### config.mk
export PLATFORM = sky130hd
export DESIGN_NAME = fetch_pc_unit
export DESIGN_NICKNAME = d
export VERILOG_FILES = /design/src/rtl/pc_pkg.sv /design/src/rtl/next_pc_sel.sv /design/src/rtl/fetch_pc_unit.sv
export SDC_FILE = /design/constraint.sdc
export NUM_CORES = 1
export LEC_CHECK = 0
export CAP_MARGIN = 20
export CORE_MARGIN = 2
export CORE_UTILIZATION = 47
export DETAILED_ROUTE_END_ITERATION = 10
export MAX_ROUTING_LAYER = met4
export PLACE_DENSITY_LB_ADDON = 0.25
export SETUP_SLACK_MARGIN = 0.02
export SYNTH_ARGS = -nofsm -noshare
export SYNTH_HDL_FRONTEND = slang
export SYNTH_SLANG_ARGS = --single-unit
### constraint.sdc
create_clock -name clk -period 3.2 [get_ports clk]
set_input_delay 0.64 -clock clk [delete_from_list [all_inputs] [get_ports clk]]
set_output_delay 0.64 -clock clk [all_outputs]
set_load 0.02 [all_outputs]
### src/rtl/pc_pkg.sv
// rtl/pc_pkg.sv - shared types and constants for the fetch/PC unit
package pc_pkg;

  typedef enum logic [1:0] {
    BOOT  = 2'd0,
    FETCH = 2'd1,
    HOLD  = 2'd2,
    DRAIN = 2'd3
  } fetch_state_t;

  typedef enum logic [1:0] {
    SEQ = 2'd0,
    BR  = 2'd1,
    J   = 2'd2,
    JR  = 2'd3
  } redir_sel_t;

  localparam int          INSTR_BYTES = 4;
  localparam logic [31:0] NOP_INSTR   = 32'h0;

endpackage

### src/rtl/next_pc_sel.sv
// rtl/next_pc_sel.sv - priority selection of the redirect source and target
module next_pc_sel
  import pc_pkg::*;
#(
  parameter int ADDR_W = 32
) (
  input  logic              branch_taken_i,
  input  logic [ADDR_W-1:0] branch_target_i,
  input  logic              jump_i,
  input  logic [25:0]       jump_index_i,
  input  logic              jr_i,
  input  logic [ADDR_W-1:0] jr_target_i,
  input  logic [ADDR_W-1:0] pc_plus4_i,
  output logic              redirect_o,
  output logic [ADDR_W-1:0] target_o
);

  // Low 28 bits come from the instruction index, the rest from pc+4.
  localparam logic [ADDR_W-1:0] LOW28_MASK = ADDR_W'(28'hFFF_FFFF);

  logic [ADDR_W-1:0] w_jump_target;
  redir_sel_t        w_sel;

  assign w_jump_target = (pc_plus4_i & ~LOW28_MASK) | ADDR_W'({jump_index_i, 2'b00});

  // Branch beats jump beats jump-register.
  always_comb begin
    w_sel    = SEQ;
    target_o = pc_plus4_i;
    if (branch_taken_i) begin
      w_sel    = BR;
      target_o = branch_target_i;
    end else if (jump_i) begin
      w_sel    = J;
      target_o = w_jump_target;
    end else if (jr_i) begin
      w_sel    = JR;
      target_o = jr_target_i;
    end
  end

  assign redirect_o = (w_sel != SEQ);

endmodule

### src/rtl/fetch_pc_unit.sv
// rtl/fetch_pc_unit.sv - PC register and instruction-fetch FSM; PC_ALIGN_TRAP_EN enables the misaligned-redirect trap
module fetch_pc_unit
  import pc_pkg::*;
#(
  parameter int          ADDR_W     = 32,
  parameter logic [31:0] RESET_PC   = 32'h0000_0000,
  parameter logic [31:0] EXC_VECTOR = 32'h0000_0180
) (
  input  logic              clk,
  input  logic              rst_n,
  input  logic              stall_i,
  input  logic              branch_taken_i,
  input  logic [ADDR_W-1:0] branch_target_i,
  input  logic              jump_i,
  input  logic [25:0]       jump_index_i,
  input  logic              jr_i,
  input  logic [ADDR_W-1:0] jr_target_i,
  output logic              imem_req_o,
  output logic [ADDR_W-1:0] imem_addr_o,
  input  logic              imem_ack_i,
  input  logic [31:0]       imem_rdata_i,
  output logic              fetch_valid_o,
  output logic [31:0]       instr_o,
  output logic [ADDR_W-1:0] pc_o,
  output logic [ADDR_W-1:0] pc_plus4_o,
  output logic              misalign_o
);

  localparam logic [ADDR_W-1:0] RST_PC = ADDR_W'(RESET_PC);
  localparam logic [ADDR_W-1:0] STEP   = ADDR_W'(INSTR_BYTES);

  fetch_state_t      r_state;
  fetch_state_t      w_state_nxt;
  logic [ADDR_W-1:0] r_fetch_pc;
  logic [ADDR_W-1:0] r_drain_tgt;
  logic              r_valid;
  logic [31:0]       r_instr;
  logic [ADDR_W-1:0] r_pc;

  logic [ADDR_W-1:0] w_fetch_pc_nxt;
  logic [ADDR_W-1:0] w_drain_tgt_nxt;
  logic              w_valid_nxt;
  logic              w_load;
  logic              w_req;
  logic              w_redirect;
  logic [ADDR_W-1:0] w_raw_target;
  logic [ADDR_W-1:0] w_target;
  logic [ADDR_W-1:0] w_pc_plus4;

  assign w_pc_plus4 = r_pc + STEP;

  next_pc_sel #(.ADDR_W(ADDR_W)) u_next_pc_sel (
    .branch_taken_i  (branch_taken_i),
    .branch_target_i (branch_target_i),
    .jump_i          (jump_i),
    .jump_index_i    (jump_index_i),
    .jr_i            (jr_i),
    .jr_target_i     (jr_target_i),
    .pc_plus4_i      (w_pc_plus4),
    .redirect_o      (w_redirect),
    .target_o        (w_raw_target)
  );

`ifdef PC_ALIGN_TRAP_EN
  localparam logic [ADDR_W-1:0] EXC_PC = ADDR_W'(EXC_VECTOR);

  logic w_misaligned;
  logic w_take_redirect;
  logic r_misalign;

  assign w_misaligned    = |w_raw_target[1:0];
  assign w_target        = w_misaligned ? EXC_PC : w_raw_target;
  assign w_take_redirect = w_redirect && (r_state != BOOT);

  // One-cycle trap pulse for every redirect the FSM acts on with a bad target.
  always_ff @(posedge clk or negedge rst_n) begin
    if (!rst_n) r_misalign <= 1'b0;
    else        r_misalign <= w_take_redirect && w_misaligned;
  end

  assign misalign_o = r_misalign;
`else
  assign w_target   = w_raw_target & ~ADDR_W'(3);
  assign misalign_o = 1'b0;
`endif

  // FSM state register.
  always_ff @(posedge clk or negedge rst_n) begin
    if (!rst_n) r_state <= BOOT;
    else        r_state <= w_state_nxt;
  end

  // Next state, request, and next values of the fetch datapath.
  always_comb begin
    w_state_nxt     = r_state;
    w_req           = 1'b0;
    w_fetch_pc_nxt  = r_fetch_pc;
    w_drain_tgt_nxt = r_drain_tgt;
    w_valid_nxt     = r_valid;
    w_load          = 1'b0;
    // Decode takes the current instruction whenever it is not stalled.
    if (r_valid && !stall_i) w_valid_nxt = 1'b0;
    case (r_state)
      BOOT: begin
        w_state_nxt = FETCH;
      end
      FETCH: begin
        w_req = 1'b1;
        if (w_redirect) begin
          w_valid_nxt = 1'b0;
          if (imem_ack_i) begin
            w_fetch_pc_nxt = w_target;
          end else begin
            w_drain_tgt_nxt = w_target;
            w_state_nxt     = DRAIN;
          end
        end else if (imem_ack_i) begin
          w_load         = 1'b1;
          w_valid_nxt    = 1'b1;
          w_fetch_pc_nxt = r_fetch_pc + STEP;
          if (stall_i) w_state_nxt = HOLD;
        end
      end
      HOLD: begin
        if (w_redirect) begin
          w_valid_nxt    = 1'b0;
          w_fetch_pc_nxt = w_target;
          w_state_nxt    = FETCH;
        end else if (!stall_i) begin
          w_state_nxt = FETCH;
        end
      end
      DRAIN: begin
        // The outstanding request must complete at its original address.
        w_req = 1'b1;
        if (imem_ack_i) begin
          w_fetch_pc_nxt = w_redirect ? w_target : r_drain_tgt;
          w_state_nxt    = FETCH;
        end else if (w_redirect) begin
          w_drain_tgt_nxt = w_target;
        end
      end
      default: begin
        w_state_nxt = BOOT;
      end
    endcase
  end

  // Fetch address, saved drain target and the decode-facing registers.
  always_ff @(posedge clk or negedge rst_n) begin
    if (!rst_n) begin
      r_fetch_pc  <= RST_PC;
      r_drain_tgt <= RST_PC;
      r_valid     <= 1'b0;
      r_instr     <= NOP_INSTR;
      r_pc        <= RST_PC;
    end else begin
      r_fetch_pc  <= w_fetch_pc_nxt;
      r_drain_tgt <= w_drain_tgt_nxt;
      r_valid     <= w_valid_nxt;
      if (w_load) begin
        r_instr <= imem_rdata_i;
        r_pc    <= r_fetch_pc;
      end
    end
  end

  assign imem_req_o    = w_req;
  assign imem_addr_o   = r_fetch_pc;
  assign fetch_valid_o = r_valid;
  assign instr_o       = r_instr;
  assign pc_o          = r_pc;
  assign pc_plus4_o    = w_pc_plus4;

endmodule
* Yosys cells after proc, flatten, opt, wreduce, memory -nomap -nowiden
Cells that the tools add are included.
Widths: inputs -> output; s select.
** Operators by class
- $add $sub $neg :: 2
- Equality and inequality tests :: 13
- Muxes and demuxes :: 34
- Bitwise operators :: 1
- Reductions and logical operators :: 10
** Operator list (number)
- $mux 32 :: 12
- $pmux 32 s3 :: 1
- $add 32x3->32 const B :: 2
- $pmux 32 s2 :: 1
- $or 32x28->32 :: 1
- $mux 2 :: 10
- $ne 3x2->1 const B :: 3
- $mux 1 :: 8
- $ne 2x2->1 const B :: 4
- $pmux 2 s4 :: 1
- $reduce_and 4->1 :: 2
- $reduce_and 5->1 :: 1
- $eq 2x2->1 const B :: 2
- $ne 2x1->1 const B :: 2
- $reduce_bool 2->1 :: 2
- $ne 3x3->1 const B :: 1
- $reduce_bool 3->1 :: 1
- $eq 2x1->1 const B :: 1
- $logic_not 2->1 :: 1
- $pmux 1 s2 :: 1
- $reduce_or 2->1 :: 1
- $logic_and 1x1->1 :: 1
- $logic_not 1->1 :: 1
** Word-level totals
- Register bits :: 131
- Logic and storage cells :: 66

* Logic depth before layout (Yosys ltp)
- Depth after elaboration :: 7
- Depth in mapped cells :: 11
- Gate-level depth less buffers :: 8

* By module
From an unflattened synthesis, not the netlist that was laid out.
** Unflattened totals
- Cell total of the unflattened synthesis :: 779
- Area, all modules :: 7953.9 um^2
** By module, submodules not included
- fetch_pc_unit :: instances 1, cells each 636, area an instance 6852.8 um^2, sequential area each 3278.1 um^2
- next_pc_sel :: instances 1, cells each 143, area an instance 1101.1 um^2, sequential area each 0.0 um^2

* Worst setup path after synthesis
Ideal clock, no wire load.
- Path kind :: register to output
- From :: register r_pc[11], in the netlist pc_o[11]
- To :: output port pc_plus4_o[27]
- Arrival time :: 2.348 ns
- Path slack :: 0.212 ns
- Cell stages (with the launch flop) :: 10
- Path buffers :: 3
- Cell sequence :: dfrtp_1 > buf_4 > nand4_1 > or4_4 > buf_6 > buf_8 > or2_1 > nor2_1 > nand2_1 > xnor2_1
** On the way
- Cells in the longest elaborated chain, start to end :: 1
** Ends and longest elaborated chain
- start, declared :: line fetch_pc_unit.sv:38 : logic [ADDR_W-1:0] r_pc;
- start signal, assigned :: line fetch_pc_unit.sv:163 : r_pc <= r_fetch_pc;
- $add 32x3->32 :: line fetch_pc_unit.sv:50 : assign w_pc_plus4 = r_pc + STEP;
- end, declared :: line fetch_pc_unit.sv:25 : output logic [ADDR_W-1:0] pc_plus4_o,
No other way between the ends.

* Final worst setup path
- From :: register r_pc[13], in the netlist pc_o[13]
- To :: output port pc_plus4_o[26]
Same word-level chain as after synthesis.

==> results.md <==
- Outcome: finished, final reports clean
- Final Max Slew Viols: 0
- Peak VDD IR: 521 uV
- RR Startpoint: r_state[0]
- Die width: 132 um
- Hold_buf cts: 0
- Worst min-delay path class: in -> async
- Cell total after placement: 1292
- P_sw: 4.62 mW
- Placer Congestion: 0.937
- Vias: 7963
- Most common cell after layout, fill and taps aside: clkdlybuf4s50_1
- Clk buf depth: 2
- Max Cap Viol: 0
- Yosys cell types: 71
- Sw frac: 41.7%
- Worst Reg-to-Reg Cells: 8
- # H-tree levels: 4
- Final cell count without fillers: 1332
- Row Count: 46
- Critical path peak fanout: 7
- Initial antenna violation count: 0
- CTS clk-pin slew, worst paths: 0.06 ns
- Pin count of the biggest net entering global routing: 63
- Most frequent cells in the layout: clkdlybuf4s50_1, dfrtp_1, nand2_1, mux2_2, o21ai_0
- FF+latch count, synth: 131
- Vias per inst: 5.98
- Worst skew pair latency: 0.42 ns
- Slew margin rel.: 59.2%
- Largest family of logic cells by synthesized area: compound AO/OA/AOI/OAI gates
- RSZ-0062 raised after global routing: no
- DRT Wirelength: 27700 um
- Critical setup path kind: reg -> out
- Core Region: 15900 sq um
- IO Pins: 260
- PortBufs: 254
- Antenna diode count: 0
- Setup TNS Final: 0 ns
- Util after Layout: 71.6%
- Clock Skews: 0.00861 ns
- Post-DP HPWL: 19600 um
- Overflow after GRT: 0
- Setup crit start kind: flip-flop
- Main synth FF type: dfrtp_1
- TritonCTS clock tree: done
- FMAX: 0.320 GHz
- Int Pwr: 6.46 mW
- Sequential-to-total area share from yosys stat: 42.6%
- Layout fillers: 1217
- Syn Nets: 966
- Arr. time, crit path: 2.48 ns
- Final setup fails: 0
- Drt pass-1 iters: 5
- Data required, critical path: 2.56 ns
- Root buffer cell: clkbuf_16
- Clock Sinks: 131
- Antenna Nets Post-Route: 0
- Leakage power: 4.80 nW
- CTS buffer count: 17
- Global-route total usage across every layer: 33.0%
- Number of DRC markers in iteration 0: 786
- Cell count after synthesis: 831
- Tot Pwr: 11.1 mW
- DRC viols: 0
- R2r setup slk: 0.78 ns
- Post-synthesis compound-gate area fraction: 19.6%
- Final min period: 3.12 ns
- Post-Synth XOR/XNOR Area: 4.19%
- CP Capture Type: primary output
- Final #Nets: 1238
- Post-synthesis mux area share: 10.6%
- Die Y: 132 um
- Comb pwr share: 51.5%
- Worst Tran Pin Value: 0.611 ns
- Final worst-path cycle share: 97.5%
- Layout Area Growth over Synthesis: 48.3%
- Post-synth EDFFs: 0
- Yosys warns: 0
- Starting Density: 48.3%
- Post-synthesis simple-gate area fraction: 17.8%
- Final Hold Viols: 0
- Reg2reg end: imem_addr_o[7]
- Clock Power Share: 18.7%
- Avg Inst Size Synth: 9.26 sq um
- Async S/R FF share, synth: 100%
- First-pass GRT wire length: 43900 um
- PD cells: 970 nW/um^2
- Layout cell share with drive strength beyond 1: 16.6%
- Synth Area in Adders: 0.975%
- Die area: 17400 sq um
- Synth Cell Area: 7700 sq um
- Wire per inst: 20.8 um
- Sequential power share: 29.9%
- Vias in the first global route: 7950
## power by group through the flow
| stage | clock, mW | combinational (mW) | sequential, mW |
|---|---|---|---|
| finish | 2.07 | 5.70 | 3.31 |
| global route | 2.16 | 6.08 | 3.42 |
| CTS | 2.09 | 5.69 | 3.28 |
| detailed placement | 0 | 5.69 | 3.29 |
| global placement | 0 | 5.62 | 3.25 |
| floorplan | 0 | 2.35 | 3.81 |
## layout make-up
type,count,area [sq um],area share [%]
multi-input combinational,626,4150,36.3
sequential,131,3280,28.7
timing repair buffer,312,3040,26.7
clock buffer,23,468,4.10
tap,216,270,2.37
clock inverter,9,153,1.34
inverter,15,56.3,0.493
## layer usage
layer	share of wire [%]	track usage, %	up-vias
li1	-	-	3597
met1	39	40.5	3781
met2	46	51.8	488
met3	11	9.07	97
met4	3.4	12.7	0
met5	0	-	-
## state kept, by name, summed over array words and instances, names as in the netlist
signal / count
imem_addr_o: 32
instr_o: 32
pc_o: 32
r_drain_tgt: 32
r_state: 2
fetch_valid_o: 1
## through the flow
| step | area [sq um] | setup slack, ns | hold WS, ns |
|---|---|---|---|
| 3_3_place_gp | 10700 | 0.115 | 0.462 |
| 3_5_place_dp | 10700 | 0.109 | 0.463 |
| 2_1_floorplan | 7700 | 0.212 | 0.344 |
| 6_report | 11400 | 0.0792 | 0.105 |
| 5_1_grt | 11400 | 0.0243 | 0.114 |
| 4_1_cts | 11400 | -0.00579 | 0.104 |
## Yosys cell counts (all sizes together) (6+ instances only)
library cell | instances | share of area, %
a22oi | 15 | 1.5
mux2 | 67 | 9.8
nor2 | 63 | 3.1
dfrtp | 131 | 43
or2 | 6 | 0.49
inv | 14 | 0.68
buf | 18 | 1.5
ha | 6 | 0.98
o211ai | 14 | 1.4
mux2i | 6 | 0.78
o21ai | 69 | 4.5
a31oi | 12 | 0.98
o21a | 7 | 0.68
nand3 | 26 | 1.7
o22ai | 10 | 0.81
clkbuf | 42 | 2.0
nor4 | 11 | 1.3
a21oi | 40 | 2.6
xnor2 | 16 | 1.8
a221o | 7 | 0.91
a221oi | 10 | 1.1
nand4 | 19 | 1.7
o31ai | 9 | 0.88
nand2b | 7 | 0.57
xor2 | 20 | 2.4
nand2 | 93 | 4.5
and2 | 8 | 0.65
nor3 | 19 | 1.3
and3 | 10 | 0.81
## repair_timing
item / in CTS / in global routing
pin swaps: 4 / 2
resized for setup: 29 / 19
hold endpoints to repair: 0 / 0
endpoints found under the setup margin: 17 / 14
buffers inserted: 7 / 0
gates cloned: 1 / 0
## worst max-delay path: stages (launching register included)
cell and delay, ns:
dfrtp_1 0.35, nand4_1 0.14, or4_4 0.69, nor3_2 0.34, xor2_1 0.17, dlygate4sd2_1 0.36
## worst max path at each step
| stage | startpoint | cells after the start | slack [ns] | end |
|---|---|---|---|---|
| after floorplan | pc_o[11] | 9 | 0.21 | pc_plus4_o[27] |
| after global placement | pc_o[10] | 7 | 0.11 | pc_plus4_o[27] |
| after detailed placement | pc_o[9] | 7 | 0.11 | pc_plus4_o[27] |
| after CTS | pc_o[15] | 7 | -0.006 | pc_plus4_o[27] |
| after global routing | pc_o[2] | 6 | 0.02 | pc_plus4_o[15] |
| final | pc_o[13] | 5 | 0.08 | pc_plus4_o[26] |
## cells by family after synthesis
kind of cell	count (synthesis)
AND/OR/NAND/NOR	279
AO/OA/AOI/OAI	230
flip-flops	131
buffers and inverters	75
multiplexers	73
XOR/XNOR	36
adder cells (fa/ha/maj)	6
other	1
Power figures use the tool's default switching activity.
